`config.mk`:
```
export PLATFORM = sky130hd
export DESIGN_NAME = keypad_scanner
export DESIGN_NICKNAME = d
export VERILOG_FILES = /design/src/rtl/keypad_pkg.sv /design/src/rtl/keypad_scanner_sync2.sv /design/src/rtl/keypad_scanner.sv
export SDC_FILE = /design/constraint.sdc
export NUM_CORES = 1
export LEC_CHECK = 0
export BUFFER_PORTS_ARGS = -buffer_cell sky130_fd_sc_hd__buf_2
export CORE_AREA = 2 2 78 80
export DETAILED_ROUTE_END_ITERATION = 8
export DIE_AREA = 0 0 80 82
export GPL_TIMING_DRIVEN = 0
export PLACE_DENSITY = 0.73
export SYNTH_ARGS = -nofsm -noshare
export SYNTH_HDL_FRONTEND = slang
export SYNTH_HIERARCHICAL = 1
export SYNTH_SLANG_ARGS = --single-unit
```
`constraint.sdc`:
```
create_clock -name clk -period 2.8 [get_ports clk]
set_input_delay 0.56 -clock clk [delete_from_list [all_inputs] [get_ports clk]]
set_output_delay 0.56 -clock clk [all_outputs]
set_load 0.01 [all_outputs]
```
`src/rtl/keypad_pkg.sv`:
```
// Shared types and helpers for the 4x4 keypad scanner.
package keypad_pkg;

   typedef enum logic [1:0] {SCAN, DEB_PRESS, PRESSED, DEB_REL} state_t;

   localparam int ROWS = 4;
   localparam int COLS = 4;
   localparam logic [ROWS-1:0] ROW_IDLE = 4'b1111;

   // Lowest-numbered active-low row wins when several rows are pulled low.
   function automatic logic [1:0] lowest_zero(input logic [ROWS-1:0] rows);
      logic [1:0] idx;
      idx = 2'd0;
      for (int i = ROWS - 1; i >= 0; i--) begin
         if (!rows[i]) idx = 2'(i);
      end
      return idx;
   endfunction

   function automatic logic [COLS-1:0] col_drive(input logic [1:0] c);
      return ~(COLS'(1) << c);
   endfunction

endpackage

```
`src/rtl/keypad_scanner_sync2.sv`:
```
// Two-flop synchronizer for the asynchronous row lines; resets to the idle pattern.
module sync2
   import keypad_pkg::*;
(
   input  logic            clk,
   input  logic            rst,
   input  logic [ROWS-1:0] d,
   output logic [ROWS-1:0] q
);

   logic [ROWS-1:0] meta;

   always_ff @(posedge clk) begin
      if (rst) begin
         meta <= ROW_IDLE;
         q    <= ROW_IDLE;
      end else begin
         meta <= d;
         q    <= meta;
      end
   end

endmodule

```
`src/rtl/keypad_scanner.sv`:
```
// 4x4 keypad column scanner with press/release debounce and single-cycle key events.
//
//  state     | meaning
//  SCAN      | rotate the low column every SCAN_TICKS cycles, look for a pulled-low row
//  DEB_PRESS | column frozen, row pattern must stay identical for DEBOUNCE_CYCLES
//  PRESSED   | key accepted, key_held high, wait for all rows idle
//  DEB_REL   | rows must stay idle for DEBOUNCE_CYCLES, then resume scanning
module keypad_scanner
   import keypad_pkg::*;
#(
   parameter int SCAN_TICKS      = 27000,
   parameter int DEBOUNCE_CYCLES = 270000
) (
   input  logic            clk,
   input  logic            rst,
   input  logic [ROWS-1:0] fila,
   output logic [COLS-1:0] columna,
   output logic [3:0]      key_code,
   output logic            key_valid,
   output logic            key_held
);

   localparam int DW = $clog2(SCAN_TICKS);
   localparam int BW = $clog2(DEBOUNCE_CYCLES + 1);
   localparam logic [DW-1:0] DWELL_LAST = DW'(SCAN_TICKS - 1);
   localparam logic [BW-1:0] DEB_LAST   = BW'(DEBOUNCE_CYCLES - 1);

   state_t          state;
   logic [1:0]      col;
   logic [1:0]      row;
   logic [DW-1:0]   dwell;
   logic [BW-1:0]   deb;
   logic [ROWS-1:0] pattern;
   logic [ROWS-1:0] fs;

   sync2 u_sync (
      .clk (clk),
      .rst (rst),
      .d   (fila),
      .q   (fs)
   );

   always_ff @(posedge clk) begin
      if (rst) begin
         state     <= SCAN;
         col       <= 2'd0;
         columna   <= col_drive(2'd0);
         row       <= 2'd0;
         dwell     <= '0;
         deb       <= '0;
         pattern   <= ROW_IDLE;
         key_code  <= 4'h0;
         key_valid <= 1'b0;
         key_held  <= 1'b0;
      end else begin
         key_valid <= 1'b0;
         case (state)
            SCAN: begin
               if (dwell == DWELL_LAST) begin
                  dwell <= '0;
                  if (fs == ROW_IDLE) begin
                     col     <= col + 2'd1;
                     columna <= col_drive(col + 2'd1);
                  end else begin
                     row     <= lowest_zero(fs);
                     pattern <= fs;
                     deb     <= '0;
                     state   <= DEB_PRESS;
                  end
               end else begin
                  dwell <= dwell + 1'b1;
               end
            end
            DEB_PRESS: begin
               // Any change restarts the same column's dwell; the key must re-qualify.
               if (fs != pattern) begin
                  dwell <= '0;
                  state <= SCAN;
               end else if (deb == DEB_LAST) begin
                  key_code  <= {row, col};
                  key_valid <= 1'b1;
                  key_held  <= 1'b1;
                  state     <= PRESSED;
               end else begin
                  deb <= deb + 1'b1;
               end
            end
            PRESSED: begin
               if (fs == ROW_IDLE) begin
                  deb   <= '0;
                  state <= DEB_REL;
               end
            end
            DEB_REL: begin
               if (fs != ROW_IDLE) begin
                  state <= PRESSED;
               end else if (deb == DEB_LAST) begin
                  key_held <= 1'b0;
                  col      <= col + 2'd1;
                  columna  <= col_drive(col + 2'd1);
                  dwell    <= '0;
                  state    <= SCAN;
               end else begin
                  deb <= deb + 1'b1;
               end
            end
            default: state <= SCAN;
         endcase
      end
   end

endmodule

```
==> reports/qor.csv <==
metric;value;unit
status;finished clean;
timing.hold.ws;0.385;ns
final_net_count;403;
setup_violations;0;
cp-end-kind;flop;
final.setup_skew;0.00678;ns
synth_edf_count;0;
final-hold-violation-count;0;
cts_sinks;62;
met3WireLength;271;microns
grt-ovfl-total;0;
crit_required;3.08;ns
drv_cap;0;
pre_cts_slack;-0.239;ns
regArea;0.00124;sq mm
cp_cell_sequence;or4b_4, nor4_4, a21oi_4, or3_4, buf_6, or4_1, a21oi_1;
clock_path_buffers;2;
drive_above_1_share;0.145;
gp_congestion;0.870;
die_h;82;microns
diodes;0;
routed.top_layer;met4;
synthesis.area;0.00297;sq mm
max_freq;364;MHz
htreeDepth;3;
dp.cells;447;
cts-root-buf;clkbuf_8;
min_path_type;input port to flop;
crit_start;dwell[7];
initial_utilization;0.517;
slew_violations;0;
die-area;0.00656;sq mm
holdCritStartpoint;fila[0];
route.final.wire_length;6580;microns
power_density;579;mW/mm^2
areaGrowthSynthToFinish;15.2;%
async_reset_ff_frac;0;
timing.setup.tns;0;ns
post-route-period-util;0.980;
grt_pass1_vias;2404;
rows;28;
yosysSeqAreaShare;0.418;
ys.flop_type;dfxtp_1;
maxSlewHeadroom;0.490;
fillers;517;
core_area;0.00575;sq mm
ys_warn_count;6;
ant_nets;0;
drt_iter0_markers;193;
rsz0062_at_grt;true;
vias_per_cell;5.81;
power.leakage;1.22;nW
syn_area_per_cell;8.32;sq um
yosys-top-cells-area;dfxtp_1, o21ai_0, nor2_1;
setup_slack;0.0562;ns
clk_pin_slew;0.07;ns
cts_tree;yes;
yosysUniqueCellTypes;42;
post-dp-hpwl;4420;microns
syn-num-nets;373;
synthCells;357;
yosysTopAreaCell;dfxtp_1;
grt_max_degree;13;
reg2reg_from;dwell[7];
worst_pin_slew;0.759;ns
cp-start-kind;flop;
cts.hold.buffers_added;0;
criticalPathCategory;flop to flop;
vias;2712;
min_period;2.74;ns
cts_made_buffers;9;
antenna_found_initial;0;
ys_seq_elements;62;
wire_per_inst;14.1;microns
fin_cells;467;
arrival;3.02;ns
portBuffers;15;
vdd_drop_max;0.528;mV
grtUsageTotal;0.219;
cp_max_fo;10;
wl_met2;2920;microns
slowest_stage;or4b_4;
ioPinCount;16;
drc;0;
grt_pass1_wl;11200;microns
die_w;80;microns
multiInputGateArea;0.00168;sq mm
synth_top_area_share;0.418;
dr.pass1.iters;5;
worst_path_largest_cell_delay;0.56;ns
m1WireLength;3270;microns
clk_latency;0.35;ns
-- cell usage in the layout, fill, tap and decap left out, types with 2 or more instances in the layout --
master,n
a211oi_1,7
nand3_1,12
nand4b_1,2
clkinv_4,2
xor2_1,4
and4_1,4
o21ai_0,30
ha_1,10
mux2i_1,4
o31ai_1,4
or4_1,6
nor2_1,36
o31ai_2,2
clkbuf_1,9
buf_4,5
buf_2,16
dfxtp_1,60
nand4_1,12
o21ai_1,2
a31o_2,3
a31oi_1,9
nor4_4,2
or2_2,3
xnor2_1,6
a21oi_1,23
nor3_1,11
nor4_1,7
or2_1,8
nand2_1,31
clkinv_2,2
o22ai_1,3
nor4b_1,2
dfxtp_2,2
or3_1,9
inv_1,9
clkbuf_8,9
and3_1,8
-- critical path: cells and delay by family, from the launching register on --
| kind | cells | cell delay (ns) |
|---|---|---|
| and+or+nand+nor | 4 | 1.88 |
| DFF | 1 | 0.36 |
| AOI/OAI and AO/OA | 2 | 0.28 |
| buffers and inverters | 1 | 0.15 |
-- layer usage --
metal	GRT usage	vias to the layer above
met5	0	-
met4	0.0864	0
met3	0.0593	13
met2	0.342	64
met1	0.290	1259
li1	-	1376
-- logic make-up after synthesis --
kind of cell / share of synthesized area
and+or+nand+nor: 0.292
buffers and inverters: 0.0303
AOI/OAI and AO/OA: 0.175
muxes: 0.0135
DFF: 0.418
xor gates and xnor gates: 0.0295
adders and majority gates: 0.0421
-- metrics by stage --
| stage | utilization | area (sq um) | power, mW |
|---|---|---|---|
| after floorplan | - | 2970 | 1.13 |
| after global placement | 0.546 | 3140 | 1.19 |
| after detailed placement | 0.546 | 3140 | 1.19 |
| after CTS | 0.584 | 3360 | 1.98 |
| after global routing | 0.595 | 3420 | 2.08 |
| final | 0.595 | 3420 | 1.98 |
-- where the power goes --
part           switching, mW  internal, mW
clock network          0.370         0.413
registers             0.0297         0.910
logic                  0.162        0.0962
total                  0.562          1.42
-- Yosys cell counts, types with 9 or more instances --
library cell / n
clkbuf_1: 11
a21oi_1: 24
nand2_1: 31
nor3_1: 11
or3_1: 9
o21ai_0: 30
inv_1: 9
ha_1: 10
a31oi_1: 9
nand3_1: 12
dfxtp_1: 62
nor4_1: 9
nand4_1: 12
nor2_1: 36
-- area by class of cell --
cell class                 instances  area share
buffer                            12      0.0157
multi-input combinational        273       0.493
timing repair buffer              20      0.0329
inverter                           9     0.00988
clock buffer                       9      0.0362
clock inverter                     7      0.0216
sequential                        62       0.364
tap                               75      0.0274
-- repair_timing --
item	4_1_cts	5_1_grt
setup endpoints to repair	10	21
buffers inserted	1	4
cloned	0	0
pin swaps	1	2
gates resized for setup	2	11
-- worst paths after layout --
| kind | to | slack [ns] | depth (start not counted) |
|---|---|---|---|
| min reg2reg | u_sync/q[0] | 0.40 | 1 |
| min | u_sync/meta[0] | 0.38 | 2 |
| max reg2reg | deb[12] | 0.06 | 7 |
| max | deb[12] | 0.06 | 7 |
-- state kept, by name (all words and copies together) (netlist names) --
register     flops
key_held         1
key_code         4
col              2
pattern          4
row              2
key_valid        1
deb             19
columna          4
u_sync/meta      4
u_sync/q         4
state            2
dwell           15
Note: power is estimated with default switching activity, not from simulation.
